[config.mk]
export PLATFORM = sky130hd
export DESIGN_NAME = sdram_rom_loader
export DESIGN_NICKNAME = d
export VERILOG_FILES = /design/src/rtl/sdram_rom_loader.sv
export SDC_FILE = /design/constraint.sdc
export NUM_CORES = 1
export LEC_CHECK = 0
export BUFFER_PORTS_ARGS = -buffer_cell sky130_fd_sc_hd__buf_2
export CORE_ASPECT_RATIO = 1.25
export CORE_MARGIN = 2
export CORE_UTILIZATION = 45
export CTS_BUF_LIST = sky130_fd_sc_hd__clkbuf_2
export CTS_CLUSTER_DIAMETER = 200
export CTS_CLUSTER_SIZE = 12
export DETAILED_ROUTE_END_ITERATION = 12
export GPL_TIMING_DRIVEN = 0
export SYNTH_ARGS = -nofsm -noshare
export SYNTH_HDL_FRONTEND = slang
export SYNTH_SLANG_ARGS = --single-unit
[constraint.sdc]
create_clock -name clk -period 4.43 [get_ports clk]
set_clock_uncertainty 0.15 [all_clocks]
set_input_delay 0.6645 -clock clk [delete_from_list [all_inputs] [get_ports clk]]
set_output_delay 0.6645 -clock clk [all_outputs]
set_load 0.01 [all_outputs]
[src/rtl/sdram_rom_loader.sv]
// Packs the byte-wide ioctl ROM download into 16-bit SDRAM writes on two toggle-handshake ports.
// Optional feature macro DL_CHECKSUM_EN: 16-bit wraparound byte sum on dl_sum_o (tied to zero otherwise).
module sdram_rom_loader #(
    parameter int          FIFO_DEPTH = 4,
    parameter logic [24:0] BANK2_BASE = 25'h400000
) (
    input  logic        clk,
    input  logic        reset,
    input  logic        ioctl_downl_i,
    input  logic        ioctl_wr_i,
    input  logic [24:0] ioctl_addr_i,
    input  logic [7:0]  ioctl_dout_i,
    output logic        ioctl_wait_o,
    output logic        port1_req_o,
    input  logic        port1_ack_i,
    output logic        port2_req_o,
    input  logic        port2_ack_i,
    output logic        port_we_o,
    output logic [22:0] port_a_o,
    output logic [1:0]  port_ds_o,
    output logic [15:0] port_d_o,
    output logic        dl_done_o,
    output logic [15:0] dl_sum_o
);
    localparam int            PW       = $clog2(FIFO_DEPTH);
    localparam int            CW       = PW + 1;
    localparam logic [CW-1:0] WAIT_THR = CW'(FIFO_DEPTH - 1);
    localparam logic [CW-1:0] FULL_CNT = CW'(FIFO_DEPTH);
    localparam logic [23:0]   B2_WA    = BANK2_BASE[24:1];

    typedef struct packed {
        logic [23:0] wa;
        logic [15:0] d;
        logic [1:0]  ds;
    } word_t;

    typedef enum logic [1:0] {IDLE, ISSUE, WAIT_ACK} state_t;

    word_t         fifo_q [FIFO_DEPTH];
    logic [PW-1:0] wr_ptr_q, rd_ptr_q;
    logic [CW-1:0] count_q;
    word_t         pair_q, pair_d;
    logic          pair_vld_q, pair_vld_d;
    state_t        state_q, state_d;
    logic          p1_req_q, p2_req_q, sel_q;
    logic [22:0]   port_a_q;
    logic [1:0]    port_ds_q;
    logic [15:0]   port_d_q;
    logic          downl_q, armed_q, dl_done_q;

    logic  byte_acc, fifo_full, flush_pend, push, push_en, pop, ack_match, dl_rise, done_cond;
    logic  head_p2;
    word_t push_dat, head;

    assign fifo_full    = (count_q == FULL_CNT);
    assign flush_pend   = !ioctl_downl_i && pair_vld_q;
    assign ioctl_wait_o = (count_q >= WAIT_THR) || flush_pend;
    assign byte_acc     = ioctl_wr_i && !ioctl_wait_o;
    assign push_en      = push && !fifo_full;

    // Byte packing: at most one FIFO push per cycle; a second word parks in the pair register.
    always_comb begin
        push       = 1'b0;
        push_dat   = pair_q;
        pair_d     = pair_q;
        pair_vld_d = pair_vld_q;
        if (byte_acc) begin
            if (!ioctl_addr_i[0]) begin
                push       = pair_vld_q;
                pair_vld_d = 1'b1;
                pair_d     = '{ioctl_addr_i[24:1], {8'h00, ioctl_dout_i}, 2'b01};
            end else if (pair_vld_q && pair_q.wa == ioctl_addr_i[24:1] && pair_q.ds == 2'b01) begin
                push       = 1'b1;
                push_dat   = '{ioctl_addr_i[24:1], {ioctl_dout_i, pair_q.d[7:0]}, 2'b11};
                pair_vld_d = 1'b0;
            end else if (pair_vld_q) begin
                push   = 1'b1;
                pair_d = '{ioctl_addr_i[24:1], {ioctl_dout_i, 8'h00}, 2'b10};
            end else begin
                push     = 1'b1;
                push_dat = '{ioctl_addr_i[24:1], {ioctl_dout_i, 8'h00}, 2'b10};
            end
        end else if (flush_pend && !fifo_full) begin
            push       = 1'b1;
            pair_vld_d = 1'b0;
        end
    end

    always_ff @(posedge clk) begin
        if (push_en) fifo_q[wr_ptr_q] <= push_dat;
    end

    always_ff @(posedge clk) begin
        if (reset) begin
            wr_ptr_q   <= '0;
            rd_ptr_q   <= '0;
            count_q    <= '0;
            pair_q     <= '0;
            pair_vld_q <= 1'b0;
        end else begin
            if (push_en) wr_ptr_q <= wr_ptr_q + 1'b1;
            if (pop)     rd_ptr_q <= rd_ptr_q + 1'b1;
            count_q    <= count_q + CW'(push_en) - CW'(pop);
            pair_q     <= pair_d;
            pair_vld_q <= pair_vld_d;
        end
    end

    always_ff @(posedge clk) begin
        if (reset) state_q <= IDLE;
        else       state_q <= state_d;
    end

    assign ack_match = sel_q ? (port2_ack_i == p2_req_q) : (port1_ack_i == p1_req_q);

    always_comb begin
        state_d = state_q;
        case (state_q)
            IDLE:     if (count_q != '0) state_d = ISSUE;
            ISSUE:    state_d = WAIT_ACK;
            WAIT_ACK: if (ack_match) state_d = IDLE;
            default:  state_d = IDLE;
        endcase
    end

    always_comb begin
        pop = (state_q == ISSUE);
    end

    assign head    = fifo_q[rd_ptr_q];
    assign head_p2 = (head.wa >= B2_WA);

    always_ff @(posedge clk) begin
        if (reset) begin
            p1_req_q  <= 1'b0;
            p2_req_q  <= 1'b0;
            sel_q     <= 1'b0;
            port_a_q  <= '0;
            port_ds_q <= '0;
            port_d_q  <= '0;
        end else if (pop) begin
            sel_q     <= head_p2;
            port_a_q  <= 23'(head_p2 ? (head.wa - B2_WA) : head.wa);
            port_ds_q <= head.ds;
            port_d_q  <= head.d;
            if (head_p2) p2_req_q <= ~p2_req_q;
            else         p1_req_q <= ~p1_req_q;
        end
    end

    assign dl_rise   = ioctl_downl_i && !downl_q;
    assign done_cond = armed_q && !ioctl_downl_i && !pair_vld_q && (count_q == '0)
                       && (state_q == IDLE) && !byte_acc;

    always_ff @(posedge clk) begin
        if (reset) begin
            downl_q   <= 1'b0;
            armed_q   <= 1'b0;
            dl_done_q <= 1'b0;
        end else begin
            downl_q   <= ioctl_downl_i;
            dl_done_q <= done_cond;
            if (dl_rise)        armed_q <= 1'b1;
            else if (done_cond) armed_q <= 1'b0;
        end
    end

`ifdef DL_CHECKSUM_EN
    logic [15:0] sum_q;
    always_ff @(posedge clk) begin
        if (reset || dl_rise) sum_q <= '0;
        else if (byte_acc)    sum_q <= sum_q + {8'h00, ioctl_dout_i};
    end
    assign dl_sum_o = sum_q;
`else
    assign dl_sum_o = 16'h0000;
`endif

    assign port1_req_o = p1_req_q;
    assign port2_req_o = p2_req_q;
    assign port_we_o   = 1'b1;
    assign port_a_o    = port_a_q;
    assign port_ds_o   = port_ds_q;
    assign port_d_o    = port_d_q;
    assign dl_done_o   = dl_done_q;
endmodule

Word level (Yosys, flattened, before mapping)
Memories as Yosys holds them, arrays and structs flattened. A register that Yosys moved wholly into a read port is not among the register bits.
Index checks and enable logic that the tools add are counted.
{"block": "word_totals", "reg_bits": 99, "ram_bits": 168, "out_inout_bits": 62, "wordCells": 94, "mem_count": 1}
{"name": "fifo_q", "words": 4, "word_bits": 42, "rd": 1, "rd_clocked_by_memory_dff": 1, "write_ports": 1, "line": "39", "text": "word_t fifo_q [FIFO_DEPTH];"}
{"block": "classes", "addsub": 5, "order_cmp": 2, "eq_ne": 12, "mux": 25, "bitwise_logic": 3, "reduce_logical": 29}
{"op": "two-way mux 42 bit", "count": 7}
{"op": "equality test 24 bit", "count": 1}
{"op": "greater-or-equal comparator 24 x 22 -> 1 bit (second input constant)", "count": 1}
{"op": "two-way mux 23 bit", "count": 1}
{"op": "subtractor 23 x 22 -> 23 bit (second input constant)", "count": 1}
{"op": "logical AND 1 bit", "count": 12}
{"op": "two-way mux 1 bit", "count": 12}
{"op": "two-way mux 2 bit", "count": 4}
{"op": "AND reduction 2 bit", "count": 4}
{"op": "logical NOT 1 bit", "count": 6}
{"op": "inequality test 2 bit (second input constant)", "count": 3}
{"op": "case mux 2 bit (3 select lines)", "count": 1}
{"op": "adder 2 x 1 -> 2 bit (second input constant)", "count": 2}
{"op": "equality test 2 x 1 -> 1 bit (second input constant)", "count": 2}
{"op": "nonzero test 2 bit", "count": 2}
{"op": "adder 3 x 1 -> 3 bit", "count": 1}
{"op": "equality test 3 bit (second input constant)", "count": 1}
{"op": "greater-or-equal comparator 3 x 2 -> 1 bit (second input constant)", "count": 1}
{"op": "logical NOT 3 bit", "count": 1}
{"op": "inequality test 3 x 2 -> 1 bit (second input constant)", "count": 1}
{"op": "NOT 1 bit", "count": 3}
{"op": "AND reduction 3 bit", "count": 1}
{"op": "nonzero test 3 bit", "count": 1}
{"op": "subtractor 3 x 1 -> 3 bit", "count": 1}
{"op": "5 further kinds", "count": 6}

Logic depth before layout (Yosys ltp)
{"block": "logic_depth", "ltp_word": 9, "ltp_mapped": 12, "depth_no_buf": 12}

Worst setup path after synthesis
OpenSTA, ideal clock, no wires.
{"block": "synth_path", "path_type": "input-to-reg", "from": "input ioctl_downl_i", "to": "memory fifo_q[0][0] (netlist bit) (enable)", "setup_ns": 0.447, "t_arrival_ns": 3.187, "t_required_ns": 3.833, "slack_ns": 0.646, "path_stages": 4, "cell_sequence": "clkbuf_2 -> o21ai_0 -> a32oi_2 -> nor2b_1"}
{"block": "synth_between", "elab_chain_len": 9}
{"element": "from (decl)", "line": "9", "text": "input logic ioctl_downl_i,"}
{"element": "logical NOT 1 bit *", "line": "56", "text": "assign flush_pend = !ioctl_downl_i && pair_vld_q;"}
{"element": "logical AND 1 bit *", "line": "56"}
{"element": "logical OR 1 bit", "line": "57", "text": "assign ioctl_wait_o = (count_q >= WAIT_THR) || flush_pend;"}
{"element": "logical NOT 1 bit", "line": "58", "text": "assign byte_acc = ioctl_wr_i && !ioctl_wait_o;"}
{"element": "logical AND 1 bit", "line": "58"}
{"element": "two-way mux 1 bit *", "line": "67", "text": "if (byte_acc) begin"}
{"element": "logical AND 1 bit *", "line": "59", "text": "assign push_en = push && !fifo_full;"}
{"element": "two-way mux 1 bit *", "line": "90", "text": "if (push_en) fifo_q[wr_ptr_q] <= push_dat;"}
{"element": "two-way mux 1 bit (not written as such) *", "line": "90"}
{"element": "to (decl)", "line": "39"}
Every way passes the cells marked *; elsewhere a longest branch is shown, timed or not.

Final worst setup path
{"block": "layout_path", "from": "register count_q[1]", "to": "register count_q[2]"}
{"block": "layout_between", "elab_chain_len": 8}
{"element": "from (decl)", "line": "41", "text": "logic [CW-1:0] count_q;"}
{"element": "from (signal assigned)", "line": "103", "text": "count_q <= count_q + CW'(push_en) - CW'(pop);"}
{"element": "greater-or-equal comparator 3 x 2 -> 1 bit / equality test 3 bit (equally long branches)", "line": "57, 55"}
{"element": "logical OR 1 bit / logical NOT 1 bit (equally long branches)", "line": "57, 59, 83"}
{"element": "logical NOT 1 bit / logical AND 1 bit (equally long branches)", "line": "58, 83"}
{"element": "logical AND 1 bit / two-way mux 1 bit (equally long branches)", "line": "58, 83"}
{"element": "two-way mux 1 bit", "line": "67"}
{"element": "logical AND 1 bit", "line": "59"}
{"element": "adder 3 x 1 -> 3 bit *", "line": "103"}
{"element": "subtractor 3 x 1 -> 3 bit *", "line": "103"}
Marked as above.
A chain may end at the register's enable or synchronous reset.

==> results.py <==
metrics = {
    "power": {
        "p_switching_uw": 1850,
        "p_sw_frac": 0.315,
        "comb_power_share": 0.282,
        "pwr-share-seq": 0.538,
        "p_per_area_nw_per_um2": 469,
        "leakage_uw": 0.00468,
        "p_int_uw": 4030,
        "ir_drop_v": 0.000213,
        "pwr-share-clk": 0.180,
    },
    "synth": {
        "synth_top_family_by_area": "multiplexers",
        "synth_cells": 785,
        "synth-adder-area-share": 0.00982,
        "syn_area_per_cell_um2": 14.0,
        "synth_warnings": 0,
        "postSynth.asyncResetShare": 0,
        "synth_cell_types": 53,
        "yosys.area_share.simple": 0.0830,
        "syn-cell-area_um2": 11000,
        "yosysSeqAreaShare": 0.645,
        "synth_compound_area_frac": 0.0458,
        "synth-seq-cells": 269,
        "ys.flop_type": "edfxtp_1",
        "synth-edff-count": 168,
        "synth_xor_area_frac": 0.0248,
        "muxShareOfSynthArea": 0.148,
    },
    "timing": {
        "max_freq_mhz": 317,
        "fin_crit_ns": 3.15,
        "slew_violations": 0,
        "hold_violations": 0,
        "rsz0062_at_grt": "no",
        "worstMarginPinSlew_ns": 1.19,
        "period_share": 0.712,
        "setup_violations": 0,
        "max_slew_margin": 0.198,
        "worst_slack_ns": 1.28,
    },
    "critical_path": {
        "cp_common_cell": "ha_1",
        "cp_num_buf_inv": 2,
        "r2r_cells": 11,
        "crit_fanout": 7,
        "crit_cells": 11,
        "cp.required_ns": 5.03,
        "critPathMaxStageDelay_ns": 0.69,
        "startpoint_type": "register",
        "cp_slowest_cell": "a32oi_2",
        "criticalPathCategory": "register to register",
        "worst_path_dominant_cell_family": "adder cells",
        "cp_data_arrival_time_ns": 3.75,
        "path_cells": "ha_1 > o21a_1 > o21ai_0 > a32oi_2 > ha_1 > inv_1 > ha_1 > inv_1 > fa_1 > xor2_1 > nor2_1",
        "cp-end-kind": "register",
    },
    "grt": {
        "grt_use_total": 0.190,
        "grt_max_degree": 27,
        "overflow": 0,
        "antenna_found_initial": 1,
        "grt_pass1_wl_um": 36800,
        "first_global_vias": 6595,
    },
    "clocking": {
        "clock_latency_ns": 0.84,
        "cts_buffers": 26,
        "cts_hold_buf": 33,
        "cts-htree-levels": 1,
        "cts_root_buf": "clkbuf_2",
        "clk_pin_slew_ns": 0.24,
        "cts_tree": "done",
        "cts_buffer_depth": 3,
        "cts-resized-gates": 0,
        "postCtsSetupBuffers": 0,
        "clkSinkCount": 269,
    },
    "route": {
        "wirelength_um": 23600,
        "first_pass_iters": 7,
        "drtIter0Drc": 308,
        "num_vias": 6440,
        "drc": 0,
        "wl_per_cell_um": 18.3,
        "avgViaCountPerCell": 4.98,
        "ant_nets": 0,
    },
    "floorplan": {
        "fp.dieH_um": 179,
        "ios": 101,
        "initial_utilization": 0.461,
        "rows": 63,
        "die_area_um2": 25600,
        "dieWidth_um": 144,
        "core_region_area_um2": 23800,
    },
    "place": {
        "dp.cells": 1210,
        "dp_hpwl_um": 16100,
        "place_ws_ns": 1.22,
        "io_buffers": 81,
        "gp_congestion": 0.771,
    },
    "layout": {
        "final_cell_count_no_fill": 1292,
        "drive_gt1_frac": 0.261,
        "multi_input_area_um2": 3510,
        "post-route-util": 0.526,
        "fillers": 2116,
        "area_growth_pct": 14.3,
        "nets": 993,
        "mostFrequentLayoutCell": "edfxtp_1",
        "regArea_um2": 7070,
        "final_cell_mix": "edfxtp_1 (168), nand2_1 (143), dfxtp_1 (101)",
    },
    "min_path": {
        "hold_path_class": "input port to register",
        "hold-path-cell-count": 4,
    },
    "status": {
        "status": "completed",
    },
    "flow_run": {
        "drv_cap": 0,
    },
}
sequential cells by signal, summed over array words and instances, names as in the netlist, 3 cells and up, named ones only:
register  cells
port_a_o     23
pair_q       42
fifo_q      168
port_d_o     16
count_q       3
path summary, 6_finish.rpt:
check / start / end / slack, ns
max: count_q[1] / count_q[2] / 1.28
min: port1_ack_i / state_q[1] / 0.09
max reg2reg: count_q[1] / count_q[2] / 1.28
min reg2reg: port_d_o[12] / port_d_o[12] / 0.31
final cells by class:
class,instances,area share
diodes,1,0.000200
clock buffers,47,0.0188
repair buffers,118,0.0657
multi-input cells,438,0.280
well taps,325,0.0325
flip-flops and latches,269,0.564
clock inverters,1,0.000699
plain buffers,59,0.0276
inverters,34,0.0102
logic make-up (layout without fill, tap and decap cells):
kind of cell,after synthesis,after routing
AO/OA/AOI/OAI,77,77
XOR/XNOR,31,31
adder cells (fa/ha/maj),8,8
buffers and inverters,93,259
flip-flops,269,269
multiplexers,99,99
other,2,18
AND/OR/NAND/NOR,206,206
power by group through the flow:
| stage | registers, µW | clock network, µW | logic, µW |
|---|---|---|---|
| after floorplan | 3250 | 0 | 1110 |
| after detailed placement | 3230 | 0 | 1670 |
| final | 3160 | 1060 | 1660 |
| after CTS | 3170 | 1100 | 1700 |
| after global placement | 3230 | 0 | 1630 |
| after global routing | 3200 | 1190 | 1840 |
per-layer routing:
| layer | wire length (µm) | GRT usage | up-vias |
|---|---|---|---|
| met5 | 0 | 0 | - |
| met4 | 399 | 0.0433 | 0 |
| met3 | 870 | 0.0223 | 29 |
| met2 | 12400 | 0.352 | 127 |
| met1 | 9930 | 0.238 | 3172 |
| li1 | - | - | 3112 |
Yosys cell counts (5+ instances only):
master	number	area, µm²
edfxtp_1	168	5040
nand2_1	143	537
dfxtp_1	101	2020
a21oi_1	43	215
mux4_2	42	946
mux2i_1	33	330
inv_1	32	120
nor2_1	24	90.1
buf_4	22	165
mux2_4	21	315
clkbuf_1	20	75.1
xor2_1	17	149
xnor2_1	14	123
nor2b_1	9	56.3
buf_2	8	40.0
o31ai_1	8	60.1
o32ai_1	8	70.1
ha_1	7	87.6
nor3_1	6	30.0
buf_1	5	18.8
nand4_1	5	31.3
o21ai_0	5	25.0
tightest hold or removal path: cells and delay by family:
kind / cells / cell delay, ns
buffers and inverters: 1 / 0.08
AO/OA/AOI/OAI: 2 / 0.24
XOR/XNOR: 1 / 0.07
per-stage QoR:
stage / hold slack (ns) / TNS (ns) / total power, µW / instance area (µm²)
2_1_floorplan: 0.291 / 0 / 4360 / 11000
3_3_place_gp: 0.289 / -198.86 / 4860 / 11800
3_5_place_dp: 0.293 / 0 / 4900 / 11900
4_1_cts: 0.0192 / 0 / 5970 / 12500
5_1_grt: 0.0410 / 0 / 6230 / 12500
6_report: 0.0946 / 0 / 5880 / 12500
Power figures use the tool's default switching activity.
